--- src/rtl/bp_pkg.sv ---
// Shared branch-predictor types: 2-bit counter states and the per-index table entry.
// Pure declarations, no latency; no flow control.
// Consumed by bp_sat_counter and branch_predictor_ctrl.
package bp_pkg;

    localparam logic [1:0] SNT = 2'b00;
    localparam logic [1:0] WNT = 2'b01;
    localparam logic [1:0] WT  = 2'b10;
    localparam logic [1:0] ST  = 2'b11;

    // Tag is held zero-extended to 30 bits so the struct is independent of ENTRIES.
    typedef struct packed {
        logic [1:0]  ctr;
        logic        valid;
        logic [29:0] tag;
        logic [29:0] target;
    } bp_entry_t;

    localparam bp_entry_t BP_ENTRY_RESET = '{ctr: WNT, valid: 1'b0, tag: '0, target: '0};

endpackage

--- src/rtl/bp_sat_counter.sv ---
// 2-bit saturating counter next-state logic.
// Combinational, zero latency.
// No backpressure; evaluated every cycle, caller decides whether to commit.
module bp_sat_counter
    import bp_pkg::*;
(
    input  logic [1:0] curState,
    input  logic       taken,
    output logic [1:0] nextState
);

    always_comb begin
        nextState = curState;
        if (taken) begin
            if (curState != ST) nextState = curState + 2'd1;
        end else begin
            if (curState != SNT) nextState = curState - 2'd1;
        end
    end

endmodule

--- src/rtl/branch_predictor_ctrl.sv ---
// Bimodal BHT + direct-mapped BTB with EX-stage resolution; define GSHARE_EN for gshare BHT indexing.
// Lookup is combinational (zero cycles); updates commit on the falling edge of Clk.
// No backpressure: one lookup and at most one resolved branch accepted every cycle.
module branch_predictor_ctrl
    import bp_pkg::*;
#(
    parameter int ENTRIES   = 16,
    parameter int HIST_BITS = 4
)
(
    input  logic        Clk,
    input  logic        Rst,
    input  logic [31:0] IF_pc,
    output logic        pred_taken,
    output logic [31:0] pred_target,
    input  logic        EX_valid,
    input  logic [31:0] EX_pc,
    input  logic [31:0] EX_target,
    input  logic        EX_taken,
    input  logic        EX_pred_taken,
    input  logic [31:0] EX_pred_target,
    output logic        mispredict,
    output logic [31:0] redirect_pc,
    output logic [31:0] branch_cnt,
    output logic [31:0] mispred_cnt
);

    localparam int IDXW = $clog2(ENTRIES);

    if (ENTRIES < 4 || ENTRIES > 256 || (1 << IDXW) != ENTRIES) begin : gBadEntries
        $error("ENTRIES must be a power of two in 4..256");
    end
    if (HIST_BITS < 1 || HIST_BITS > IDXW) begin : gBadHist
        $error("HIST_BITS must be in 1..log2(ENTRIES)");
    end

    bp_entry_t [ENTRIES-1:0] entryTable;
    logic [31:0]             branchCnt;
    logic [31:0]             mispredCnt;

    logic [IDXW-1:0] ifIdx, exIdx, ifBhtIdx, exBhtIdx;
    logic [29:0]     ifTag, exTag;
    logic            ifHit;
    logic [1:0]      ctrNext;

    assign ifIdx = IF_pc[IDXW+1:2];
    assign exIdx = EX_pc[IDXW+1:2];
    assign ifTag = 30'(IF_pc[31:IDXW+2]);
    assign exTag = 30'(EX_pc[31:IDXW+2]);

`ifdef GSHARE_EN
    // History tracks resolved outcomes only, so it never needs repair after a flush.
    logic [HIST_BITS-1:0] globalHist;

    always_ff @(negedge Clk or posedge Rst) begin
        if (Rst) begin
            globalHist <= '0;
        end else if (EX_valid) begin
            globalHist <= HIST_BITS'({globalHist, EX_taken});
        end
    end

    assign ifBhtIdx = ifIdx ^ IDXW'(globalHist);
    assign exBhtIdx = exIdx ^ IDXW'(globalHist);
`else
    assign ifBhtIdx = ifIdx;
    assign exBhtIdx = exIdx;
`endif

    // Reads see the table as it stood before this cycle's falling-edge write.
    assign ifHit       = entryTable[ifIdx].valid && (entryTable[ifIdx].tag == ifTag);
    assign pred_taken  = !Rst && entryTable[ifBhtIdx].ctr[1] && ifHit;
    assign pred_target = pred_taken ? {entryTable[ifIdx].target, 2'b00} : IF_pc + 32'd4;

    assign mispredict  = !Rst && EX_valid &&
                         ((EX_taken != EX_pred_taken) ||
                          (EX_taken && (EX_pred_target != EX_target)));
    assign redirect_pc = !mispredict ? 32'd0 :
                         EX_taken    ? EX_target : EX_pc + 32'd4;

    bp_sat_counter uSatCounter (
        .curState  (entryTable[exBhtIdx].ctr),
        .taken     (EX_taken),
        .nextState (ctrNext)
    );

    always_ff @(negedge Clk or posedge Rst) begin
        if (Rst) begin
            entryTable <= {ENTRIES{BP_ENTRY_RESET}};
            branchCnt  <= '0;
            mispredCnt <= '0;
        end else begin
            if (EX_valid) begin
                entryTable[exBhtIdx].ctr <= ctrNext;
                if (EX_taken) begin
                    entryTable[exIdx].valid  <= 1'b1;
                    entryTable[exIdx].tag    <= exTag;
                    entryTable[exIdx].target <= EX_target[31:2];
                end
                if (branchCnt != 32'hFFFF_FFFF) branchCnt <= branchCnt + 32'd1;
            end
            if (mispredict && mispredCnt != 32'hFFFF_FFFF) begin
                mispredCnt <= mispredCnt + 32'd1;
            end
        end
    end

    assign branch_cnt  = branchCnt;
    assign mispred_cnt = mispredCnt;

endmodule

--- config.mk ---
export PLATFORM = sky130hd
export DESIGN_NAME = branch_predictor_ctrl
export DESIGN_NICKNAME = d
export VERILOG_FILES = /design/src/rtl/bp_pkg.sv /design/src/rtl/bp_sat_counter.sv /design/src/rtl/branch_predictor_ctrl.sv
export SDC_FILE = /design/constraint.sdc
export NUM_CORES = 2
export LEC_CHECK = 0
export ABC_CLOCK_PERIOD_IN_PS = 35300
export CAP_MARGIN = 20
export CORE_MARGIN = 1.5
export CORE_UTILIZATION = 60
export DETAILED_ROUTE_END_ITERATION = 8
export MAX_ROUTING_LAYER = met4
export PLACE_DENSITY = 0.8
export SYNTH_ARGS = -nofsm -noshare
export SYNTH_HDL_FRONTEND = slang
export SYNTH_SLANG_ARGS = --single-unit
--- constraint.sdc ---
create_clock -name Clk -period 35.3 [get_ports Clk]
set_input_delay 3.53 -clock Clk [delete_from_list [all_inputs] [get_ports Clk]]
set_output_delay 3.53 -clock Clk [all_outputs]
set_load 0.02 [all_outputs]
==> out/summary.txt <==
CP Class: flop to primary output
Mean area per synthesized cell: 14.3 um^2
Status: finished clean
Die X-Extent: 287 um
Final hold vios: 0
Post-synth top area share: 51.4%
Fraction of layout cells with a size suffix above 1: 39.9%
Mux share of post-synthesis cell area: 34.4%
Post-synth top area cell: dfrtn_1
Max Cap Violations: 0
Post-CTS sizing: 0
Worst Max-Slew Pin Slew: 1200 ps
Number of enable flip-flop cells after synthesis: 0
Critical path launch point type: flop
Number of CTS-inserted buffers: 102
Nets: 3646
Post-Syn Instances: 3385
Distinct cells, synth: 69
Cell count after placement: 4429
Clk slew on worst S/H paths: 50 ps
Area grow syn2layout: 13.9%
Seq/Total Area, Yosys: 52.3%
Clock buffer depth: 3
Simple-Gate Fraction of Synth Area: 4.98%
DR DRC count: 0
H-Tree Depth: 3
Mapped Area: 48300 um^2
PwrDens: 58.1 nW/um^2
Worst path arrival time: 22520 ps
Setup Buffers After CTS: 0
Pin count of the biggest net entering global routing: 125
GPL Wtd Cong: 0.939
Clk sinks: 1008
Die Ht: 287 um
Hold Slack: 413 ps
Die ar.: 82200 um^2
Synth async-reset ratio: 100%
Most common cell after layout, fill and taps aside: dfrtn_1
Router iterations before antenna repair: 8
Final setup vio count: 0
CTS tree: done
Worst path required time: 31770 ps
Gr usage total: 35.4%
Worst-Skew Late Latency: 700 ps
Syn_nets: 3526
Vias in the first global route: 33000
First-pass GRT wire length: 209000 um
HP Class: flop to flop
Port Buffer Count: 262
Row cnt: 103
Largest family of logic cells by synthesized area: multiplexers
CP Cell Sequence: mux4_2 > mux2i_1 > or3_1 > or3b_1 > a2111oi_0 > and4bb_2 > nand4_4 > mux2_4 > clkdlybuf4s50_1
Slew Viols, Final: 0
Critical Path Slowest Stage Cell: nand4_4
Yosys synthesis warning count: 0
Worst setup EP type: primary output
Antenna violations before repair: 10
Root buf cell: clkbuf_16
Detail Route Antenna Nets: 0
Hpwl dp: 86800 um
Layout Cells excl Fill: 4647
Final Skew: 67.6 ps
Initial Util: 60.9%
CP Max Fanout: 32
WL final: 139000 um
WL per Instance: 29.8 um
CP peak stage delay: 750 ps
Cts hold-fix bufs: 0
I/O pins: 263
Core Footprint: 79300 um^2
Grt ovf: 0
Slew headroom: 19.8%
Max VDD drop: 0.0472 mV
Drt initial violations: 2837
Most used DFF post-synth: dfrtn_1
Flops & latches, synth: 1008
Commonest cells after routing, fill and taps aside: dfrtn_1 (992), mux2_2 (877), mux4_2 (261)
Xor and xnor area share after synthesis: 2.96%
Via density per instance: 6.64
RSZ-0062 raised after global routing: false
Compound-Gate Fraction of Synth Area: 2.14%
Post-Synth Adder-Cell Area: 0.249%
Via count: 30800
P_leak: 24.6 nW
Synth top area cells: dfrtn_1 (51%), mux2_2 (20%), mux4_2 (12%)
[metal layers]
metal | vias to the layer above | part of all wire, % | GRT usage (%)
met5 | - | 0 | -
met4 | 0 | 5.6 | 18.2
met3 | 411 | 8.0 | 7.07
met2 | 1466 | 48 | 54.6
met1 | 16400 | 38 | 44.9
li1 | 12600 | - | -
[sequential cells by signal, indices dropped and copies added, names as in the netlist]
register and count:
branch_cnt 32, entryTable 944, mispred_cnt 32
[worst max-delay path: cells and delay by family (launching register included)]
kind | cells | cell delay [ps]
and+or+nand+nor | 4 | 1600
muxes | 3 | 1280
buffers and inverters | 1 | 560
AOI/OAI and AO/OA | 1 | 420
DFF | 1 | 350
[path summary, 6_finish.rpt]
kind	cells past startpoint	start	to	slack, ps
max in group asynchronous	5	Rst	entryTable[957]	11360
min in group asynchronous	2	Rst	entryTable[42]	21040
setup reg to reg	7	branch_cnt[5]	branch_cnt[28]	32510
hold reg to reg	1	entryTable[375]	entryTable[375]	410
hold / removal	1	entryTable[375]	entryTable[375]	410
setup / recovery	9	entryTable[976]	pred_target[25]	9250
[stage by stage]
step / area [um^2] / setup TNS, ps / total power (W) / util [%] / setup WS (ps)
2_1_floorplan: 48400 / -61110 / 0.00194 / - / -2120
4_1_cts: 54800 / 0 / 0.00320 / 69.1 / 9330
3_3_place_gp: 51400 / 0 / 0.00207 / 64.8 / 10100
3_5_place_dp: 51400 / 0 / 0.00212 / 64.8 / 10010
6_report: 55000 / 0 / 0.00320 / 69.4 / 9250
5_1_grt: 55000 / 0 / 0.00332 / 69.4 / 9150
[final cells by class]
cell class	count	area, um^2
antenna	13	32.5
clock buffer	152	2980
clock inverter	47	410
fill	5146	24300
inverter	25	105
multi-input combinational	2036	21700
sequential	1008	25200
tap	1050	1310
timing repair buffer	316	3180
[where the power goes]
group,switching (W),internal [W],total [W]
clock,0.000465,0.000616,0.00108
sequential,0.000123,0.00141,0.00153
combinational,0.000256,0.000330,0.000586
total,0.000844,0.00235,0.00320
[kinds of logic (layout without fill, tap and decap cells)]
group,Yosys count,count (layout)
flops,1008,1008
compound gates,169,169
xor+xnor,163,163
other cells,0,13
simple gates,485,485
fa+ha+maj,10,10
buf+inv,341,540
mux,1209,1209
[cells in the mapped netlist (3+ instances only)]
master,n
dfrtn_1,992
mux2_2,877
mux4_2,261
clkbuf_1,172
nand2_1,155
nor2_1,89
buf_1,84
xnor2_1,83
xor2_1,80
o21ai_0,69
nand3_1,59
mux2i_1,43
buf_2,41
a21oi_1,39
nand4_1,29
mux2_4,27
inv_1,25
and3_1,23
nand2b_1,22
nor3_1,22
nor2b_1,17
dfstp_2,16
nor4_1,15
a211oi_1,14
and2_1,12
and4_1,11
buf_4,8
buf_6,8
ha_1,8
or3_1,8
o211ai_1,6
o22ai_1,5
nand3b_1,4
or2_2,4
a221oi_1,3
a22o_1,3
a31oi_1,3
nand4b_1,3
o2111ai_1,3
o221ai_1,3
or4_1,3
Power figures use the tool's default switching activity.
